$ cat src/rtl/gcd_pkg.sv
// Shared definitions for the GCD datapath: the operand width and the controller state type.
package gcd_pkg;

    localparam int unsigned WIDTH = 8;

    typedef enum logic [1:0] {
        IDLE    = 2'd0,
        COMPARE = 2'd1,
        DONE    = 2'd2
    } state_t;

endpackage : gcd_pkg

$ cat src/rtl/gcd_datapath_cells.sv
// Pre-existing library cells: the 8-bit 2-to-1 mux and the 8-bit bitwise OR gate.
module mux2_8 (
    input  logic       i_sel,
    input  logic [7:0] i_d0,
    input  logic [7:0] i_d1,
    output logic [7:0] o_y
);

    // Select d1 when sel is high, otherwise d0.
    always_comb begin
        o_y = i_sel ? i_d1 : i_d0;
    end

endmodule : mux2_8

module or_gate_8 (
    input  logic [7:0] i_a,
    input  logic [7:0] i_b,
    output logic [7:0] o_y
);

    // Bitwise OR of the two inputs.
    always_comb begin
        o_y = i_a | i_b;
    end

endmodule : or_gate_8

$ cat src/rtl/gcd_datapath_reg_load.sv
// Load-enabled register with asynchronous active-high clear.
module reg_load #(
    parameter int unsigned WIDTH = 8
) (
    input  logic             clk,
    input  logic             rst,
    input  logic             i_load,
    input  logic [WIDTH-1:0] i_d,
    output logic [WIDTH-1:0] o_q
);

    logic [WIDTH-1:0] r_q;

    // Capture the input when load is asserted; clear on reset.
    always_ff @(posedge clk or posedge rst) begin
        if (rst) begin
            r_q <= '0;
        end else if (i_load) begin
            r_q <= i_d;
        end
    end

    assign o_q = r_q;

endmodule : reg_load

$ cat src/rtl/gcd_datapath.sv
// Subtractive GCD engine: controller FSM plus A/B/result datapath built from library cells.
module gcd_datapath
    import gcd_pkg::*;
#(
    parameter int unsigned WIDTH = gcd_pkg::WIDTH
) (
    input  logic             clk,
    input  logic             reset,
    input  logic             start,
    input  logic [WIDTH-1:0] a_in,
    input  logic [WIDTH-1:0] b_in,
    output logic [WIDTH-1:0] result,
    output logic             done,
    output logic             busy
);

    state_t r_state;
    state_t w_state_next;

    logic             w_sel;
    logic             w_ld_a;
    logic             w_ld_b;
    logic             w_ld_res;
    logic [WIDTH-1:0] w_a;
    logic [WIDTH-1:0] w_b;
    logic [WIDTH-1:0] w_a_minus_b;
    logic [WIDTH-1:0] w_b_minus_a;
    logic [WIDTH-1:0] w_a_d;
    logic [WIDTH-1:0] w_b_d;
    logic [WIDTH-1:0] w_or;
    logic [WIDTH-1:0] w_res_d;
    logic             w_a_zero;
    logic             w_b_zero;
    logic             w_a_eq_b;
    logic             w_a_gt_b;

    // Comparator and the two candidate differences; only the larger-minus-smaller one is loaded.
    always_comb begin
        w_a_zero    = (w_a == '0);
        w_b_zero    = (w_b == '0);
        w_a_eq_b    = (w_a == w_b);
        w_a_gt_b    = (w_a > w_b);
        w_a_minus_b = w_a - w_b;
        w_b_minus_a = w_b - w_a;
    end

    // Operand muxes: select=1 takes the new operand, select=0 takes the difference.
    mux2_8 u_mux_a (
        .i_sel (w_sel),
        .i_d0  (w_a_minus_b),
        .i_d1  (a_in),
        .o_y   (w_a_d)
    );

    mux2_8 u_mux_b (
        .i_sel (w_sel),
        .i_d0  (w_b_minus_a),
        .i_d1  (b_in),
        .o_y   (w_b_d)
    );

    // A|B yields the nonzero operand when the other is zero.
    or_gate_8 u_or (
        .i_a (w_a),
        .i_b (w_b),
        .o_y (w_or)
    );

    // Result source: OR output for a zero operand, otherwise A (equal operands).
    always_comb begin
        w_res_d = (w_a_zero || w_b_zero) ? w_or : w_a;
    end

    reg_load #(.WIDTH(WIDTH)) u_reg_a (
        .clk    (clk),
        .rst    (reset),
        .i_load (w_ld_a),
        .i_d    (w_a_d),
        .o_q    (w_a)
    );

    reg_load #(.WIDTH(WIDTH)) u_reg_b (
        .clk    (clk),
        .rst    (reset),
        .i_load (w_ld_b),
        .i_d    (w_b_d),
        .o_q    (w_b)
    );

    reg_load #(.WIDTH(WIDTH)) u_reg_res (
        .clk    (clk),
        .rst    (reset),
        .i_load (w_ld_res),
        .i_d    (w_res_d),
        .o_q    (result)
    );

    // Controller state register.
    always_ff @(posedge clk or posedge reset) begin
        if (reset) begin
            r_state <= IDLE;
        end else begin
            r_state <= w_state_next;
        end
    end

    // Next-state, register load enables and status outputs.
    always_comb begin
        w_state_next = r_state;
        w_sel        = 1'b0;
        w_ld_a       = 1'b0;
        w_ld_b       = 1'b0;
        w_ld_res     = 1'b0;
        done         = 1'b0;
        busy         = 1'b0;
        unique case (r_state)
            IDLE: begin
                if (start) begin
                    w_sel        = 1'b1;
                    w_ld_a       = 1'b1;
                    w_ld_b       = 1'b1;
                    w_state_next = COMPARE;
                end
            end
            COMPARE: begin
                busy = 1'b1;
                if (w_a_zero || w_b_zero || w_a_eq_b) begin
                    w_ld_res     = 1'b1;
                    w_state_next = DONE;
                end else if (w_a_gt_b) begin
                    w_ld_a = 1'b1;
                end else begin
                    w_ld_b = 1'b1;
                end
            end
            DONE: begin
                busy         = 1'b1;
                done         = 1'b1;
                w_state_next = IDLE;
            end
            default: begin
                w_state_next = IDLE;
            end
        endcase
    end

endmodule : gcd_datapath

$ cat config.mk
export PLATFORM = sky130hd
export DESIGN_NAME = gcd_datapath
export DESIGN_NICKNAME = d
export VERILOG_FILES = /design/src/rtl/gcd_pkg.sv /design/src/rtl/gcd_datapath_cells.sv /design/src/rtl/gcd_datapath_reg_load.sv /design/src/rtl/gcd_datapath.sv
export SDC_FILE = /design/constraint.sdc
export NUM_CORES = 1
export LEC_CHECK = 0
export CELL_PAD_IN_SITES_DETAIL_PLACEMENT = 0
export CELL_PAD_IN_SITES_GLOBAL_PLACEMENT = 1
export CORE_ASPECT_RATIO = 0.7
export CORE_UTILIZATION = 40
export CTS_CLUSTER_DIAMETER = 60
export DETAILED_ROUTE_END_ITERATION = 10
export PLACE_DENSITY = 0.72
export SYNTH_ARGS = -nofsm -noshare
export SYNTH_HDL_FRONTEND = slang
export SYNTH_HIERARCHICAL = 1
export SYNTH_SLANG_ARGS = --single-unit
$ cat constraint.sdc
create_clock -name clk -period 3.56 [get_ports clk]
set_clock_uncertainty 0.1 [all_clocks]
set_input_delay 0.356 -clock clk [delete_from_list [all_inputs] [get_ports clk]]
set_output_delay 0.356 -clock clk [all_outputs]
set_load 0.1 [all_outputs]
==> results of run 1 <==
==> worst max-delay path, delay by kind of cell, from the launching register on <==
kind	cells	cell delay [ps]
DFF	1	450
adders and majority gates	2	630
and+or+nand+nor	1	180
AOI/OAI and AO/OA	2	450
muxes	3	760
buffers and inverters	1	70
==> through the flow <==
step / cells / worst slack, ps / hold slack, ps
floorplan: 231 / 1020 / -2.82
global placement: 327 / 869 / 398
detailed placement: 327 / 833 / 400
CTS: 331 / 805 / 278
global route: 331 / 643 / 284
finish: 331 / 815 / 252
==> layout by cell type, fill, tap and decap left out, types with 3 or more instances in the layout <==
cell	count
nor2b_1	3
or2_1	8
ha_1	18
nand3_1	3
mux2_4	40
o21a_1	3
nor2_1	17
a21oi_1	9
nor4_1	4
inv_1	28
o21ai_0	4
mux2_2	8
xnor2_1	4
dfrtp_1	26
clkdlybuf4s50_1	28
nand2_1	10
clkbuf_8	3
nand2b_1	3
==> synth_stat cells (4+ instances only) <==
cell     instances  share of area
or2_1            8          0.021
inv_1           28          0.044
mux2_4          40           0.25
nand2_1         10          0.016
buf_6            6          0.028
nor2_1          17          0.027
o21ai_0          4         0.0083
xnor2_1          4          0.015
mux2_2           8          0.037
ha_1            18          0.094
nor4_1           4          0.010
a21oi_1          9          0.019
dfrtp_1         26           0.27
==> state kept, by name, summed over array words and instances, names as in the netlist <==
| register | flops |
|---|---|
| u_reg_a/o_q | 8 |
| u_reg_b/o_q | 8 |
| u_reg_res/o_q | 8 |
| r_state | 2 |
==> final timing paths <==
kind	startpoint	to	slack [ps]
max	u_reg_a/o_q[0]$_DFFE_PP0P_	u_reg_a/o_q[6]$_DFFE_PP0P_	810
min	reset	r_state[1]$_DFFE_PP0P_	250
max reg2reg	u_reg_a/o_q[0]$_DFFE_PP0P_	u_reg_a/o_q[6]$_DFFE_PP0P_	810
min reg2reg	u_reg_res/o_q[0]$_DFFE_PP0P_	u_reg_res/o_q[0]$_DFFE_PP0P_	420
max in group asynchronous	reset	u_reg_b/o_q[5]$_DFFE_PP0P_	2760
min in group clk	u_reg_res/o_q[0]$_DFFE_PP0P_	u_reg_res/o_q[0]$_DFFE_PP0P_	420
==> per-layer routing <==
metal  global-route usage  vias to the layer above  share of wire
met5                    0                        -              0
met4               0.0227                        0         0.0071
met3               0.0354                        4          0.051
met2                0.251                       50           0.40
met1                0.278                      792           0.54
li1                     -                      849              -
==> cell families (layout without fill, tap and decap cells) <==
group / count (synthesis) / in the layout
XOR/XNOR: 4 / 4
adder cells (fa/ha/maj): 20 / 20
AND/OR/NAND/NOR: 63 / 63
AO/OA/AOI/OAI: 31 / 31
multiplexers: 50 / 50
buffers and inverters: 37 / 62
flip-flops: 26 / 26
==> layout make-up <==
type,count,area [um^2]
clock inverter,1,30.0
inverter,28,105
fill,549,2970
clock buffer,3,41.3
tap,75,93.8
multi-input combinational,168,1570
timing repair buffer,30,295
sequential,26,651
==> metrics.yaml, run 1 <==
num_vias: 1695
syn_area_um2: 2400
setup_viol: 0
dieHeight_um: 66.9
core_um2: 5760
cts_max_level: 1
muxShareOfSynthArea: 0.296
critPathSlowestCell: "dfrtp_1"
global_route.overflow_total: 0
cts_tree: "yes"
period_needed_ps: 2750
insertion_delay_ps: 280
relSlewSlack: 0.350
die_x_um: 94.7
synth_ff_type: "dfrtp_1"
drc: 0
synth_warnings: 6
arrival_ps: 2820
fmaxAchievable_ghz: 0.364
outcome: "finished clean"
port_buffers: 28
critPathMaxStageDelay_ps: 450
drt-pass1-iter-count: 4
post-route-period-util: 0.771
drive_above_1_share: 0.223
finalInstanceArea_um2: 2780
slew_viol_final: 0
post_cts_buffers: 0
crit_fanout: 6
worstPathRequired_ps: 3630
ys_types: 43
crit_type: "register to register"
dpl_cell_area_um2: 2710
place.gp.congestion: 0.862
dp_hpwl_mm: 4.27
cpMostUsedCell: "mux2_4"
synth_xor_area_frac: 0.0146
avgSynthCellArea_um2: 10.4
cts-resized-gates: 0
layout.nets: 296
hold_viol: 0
start_util: 0.418
cp-start-kind: "register"
utilization: 0.484
antennaDiodeCount: 0
drt_iter0_markers: 103
ff2ff_path_depth: 9
cts_num_sinks: 26
dieArea_um2: 6330
ctsHoldBuffers: 0
grt_pass1_vias: 1566
worst_pin_slew_ps: 971
synth_top_family_by_area: "multiplexers"
ant_nets: 0
antenna_found_initial: 0
cts_made_buffers: 3
cp-end-kind: "register"
syn_nets: 270
rows: 23
cts-root-buf: "clkbuf_8"
synth_seq_cells: 26
maxCapViolCount: 0
grt_pass1_wl_mm: 8.38
yosys.area_share.adder: 0.110
ios: 29
routed_wl_mm: 5.35
synth_simple_gate_area_frac: 0.143
async_flop_share: 1.00
syn_inst: 231
path_cells: "inv_1 -> ha_1 -> fa_1 -> nand2b_1 -> a211oi_1 -> mux2i_1 -> o2111ai_1 -> mux2_4 -> mux2_4"
grt_start_max_net_pins: 17
seq_area_frac_synth: 0.271
synth_compound_area_frac: 0.0885
viasPerCell: 5.12
area_growth_pct: 15.8
synth_edf_count: 0
grt_use_total: 0.178
rsz0062_at_grt: "no"
wl_per_cell_um: 16.2
ctsLongestPathBuffers: 2
finalSetupTns_ps: 0
path_clk_slew_ps: 100
hold_path.class: "input pin to asynchronous set/reset pin"
Power of run 1 is left out: the tool's default activity adds up to more than one toggle a clock period on the data nets, which glitch-free logic cannot reach.
==> inputs of run 2 (changes only) <==
Clock period 3.56 ns to 2.7 ns, I/O delays scaled along.
==> metrics.yaml, run 2 (synthesis results as in run 1) <==
cts_tree: "yes"
insertion_delay_ps: 280  # about the same
ctsHoldBuffers: 0  # unchanged
critPathSlowestCell: "fa_1"
outcome: "finished clean"
crit_fanout: 2  # -4
wl_met1_mm: 3.20  # +9.6%
area_growth_pct: 22.4
layout_commonest_cell: "mux2_4"
wl_met2_mm: 2.22  # +4.8%
drc: 0  # unchanged
cpMostUsedCell: "mux2_4"
hold_viol: 0  # unchanged
die_x_um: 94.7  # unchanged
critPathMaxStageDelay_ps: 400  # -50 ps
multi_input_area_um2: 1580  # +0.48%
global_route.overflow_total: 0  # unchanged
place.gp.congestion: 0.842  # -2.3%
layout.nets: 316  # +6.8%
ios: 29  # unchanged
cts-root-buf: "clkbuf_8"
antennaDiodeCount: 0  # unchanged
path_cells: "inv_1 -> ha_1 -> fa_1 -> nand2b_1 -> a211oi_2 -> mux2i_1 -> o2111ai_1 -> mux2_4 -> mux2_4"
fill_cells: 562  # +2.4%
core_um2: 5760  # unchanged
dp_slack_ps: 72.5  # -761 ps
drive_above_1_share: 0.322  # +0.0998
start_util: 0.418  # unchanged
highest_layer: "met4"
maxCapViolCount: 0  # unchanged
period_needed_ps: 2590  # -157 ps
rsz0062_at_grt: "yes"
port_buffers: 28  # unchanged
cp-start-kind: "register"
dieHeight_um: 66.9  # unchanged
slew_viol_final: 0  # unchanged
drt_iter0_markers: 136  # +32%
crit_type: "register to register"
layout_common_cells: "40 x mux2_4, 30 x buf_4, 28 x inv_1"
grt_pass1_vias: 1701  # +8.6%
path_clk_slew_ps: 100  # about the same
relSlewSlack: 0.720  # +0.370
layout.area.seq_um2: 651  # unchanged
layout_setup_ws_ps: 112  # -703 ps
dieArea_um2: 6330  # unchanged
cp-end-kind: "register"
fmaxAchievable_ghz: 0.386  # +6.1%
dp_hpwl_mm: 4.58  # +7.3%
num_vias: 1769  # +4.4%
rows: 23  # unchanged
drt-pass1-iter-count: 4  # unchanged
cts_max_level: 1  # unchanged
ctsLongestPathBuffers: 2  # unchanged
cts_made_buffers: 3  # unchanged
viasPerCell: 5.04  # -1.6%
worst_pin_slew_ps: 419  # -552 ps
utilization: 0.511  # +0.0274
routed-wl-met3_um: 218  # -21%
setup_viol: 0  # unchanged
antenna_found_initial: 0  # unchanged
arrival_ps: 2660  # -160 ps
cts_num_sinks: 26  # unchanged
post-route-period-util: 0.958  # +0.187
routed_wl_mm: 5.66  # +5.7%
wl_per_cell_um: 16.1  # -0.33%
hold_path.class: "input pin to asynchronous set/reset pin"
ant_nets: 0  # unchanged
grt_use_total: 0.198  # +0.0203
grt_start_max_net_pins: 16  # -1
grt_pass1_wl_mm: 9.24  # +10%
worstPathRequired_ps: 2770  # -860 ps
[run 2: cell types whose count changed in the layout (fill, tap and decap cells not counted), sizes merged]
| cell | before | now |
|---|---|---|
| buf | 2 | 32 |
| clkdlybuf4s50 | 28 | 18 |
[run 2: path summary, 6_finish.rpt]
| path | startpoint | to | slack (ps) | depth (start not counted) |
|---|---|---|---|---|
| min reg2reg | u_reg_res/o_q[0]$_DFFE_PP0P_ | u_reg_res/o_q[0]$_DFFE_PP0P_ | 430 | 1 |
| max in group asynchronous | reset | u_reg_a/o_q[6]$_DFFE_PP0P_ | 1930 | 2 |
| max | u_reg_a/o_q[0]$_DFFE_PP0P_ | u_reg_a/o_q[6]$_DFFE_PP0P_ | 110 | 9 |
| max reg2reg | u_reg_a/o_q[0]$_DFFE_PP0P_ | u_reg_a/o_q[6]$_DFFE_PP0P_ | 110 | 9 |
| min | reset | r_state[1]$_DFFE_PP0P_ | 180 | 2 |
| min in group clk | u_reg_res/o_q[0]$_DFFE_PP0P_ | u_reg_res/o_q[0]$_DFFE_PP0P_ | 430 | 1 |
[run 2: through the flow]
step	TNS (ps)	cell area (um^2)	cells	hold slack, ps
floorplan	0	2400	231	-88.8
global placement	0	2840	346	400
detailed placement	0	2840	346	401
CTS	0	2910	350	177
global route	-1.87	2940	351	182
finish	0	2940	351	184
[run 2: final cells by class]
type                            instances  area share
Multi-Input combinational cell        168       0.536
Sequential cell                        26       0.221
Clock inverter                          1      0.0102
Tap cell                               75      0.0319
Clock buffer                            3      0.0140
Inverter                               28      0.0357
Timing Repair Buffer                   50       0.151
[run 2: timing repair]
action / in CTS / in global routing
hold endpoints to repair: 0 / 0
setup buffers: 0 / 1
gates resized for setup: 0 / 2
setup endpoints to repair: 0 / 16
[run 2: critical path: cells and delay by family, from the launching register on]
kind            cells  cell delay, ps
mux                 3             760
fa+ha+maj           2             610
compound gates      2             410
flops               1             350
simple gates        1             200
buf+inv             1              50
[run 2: layer usage]
metal	global-route usage	vias up
met3	0.0342	2
met4	0.0227	0
met5	0	-
met1	0.316	841
met2	0.278	37
li1	-	889
Power of run 2 is left out for the same reason.
==> inputs of run 3 (changes only) <==
Settings changed: CAP_MARGIN from default to 20.
==> results of run 3 <==
Final layout, timing and power as in run 2 (identical DEF).
Power of run 3 is left out for the same reason.
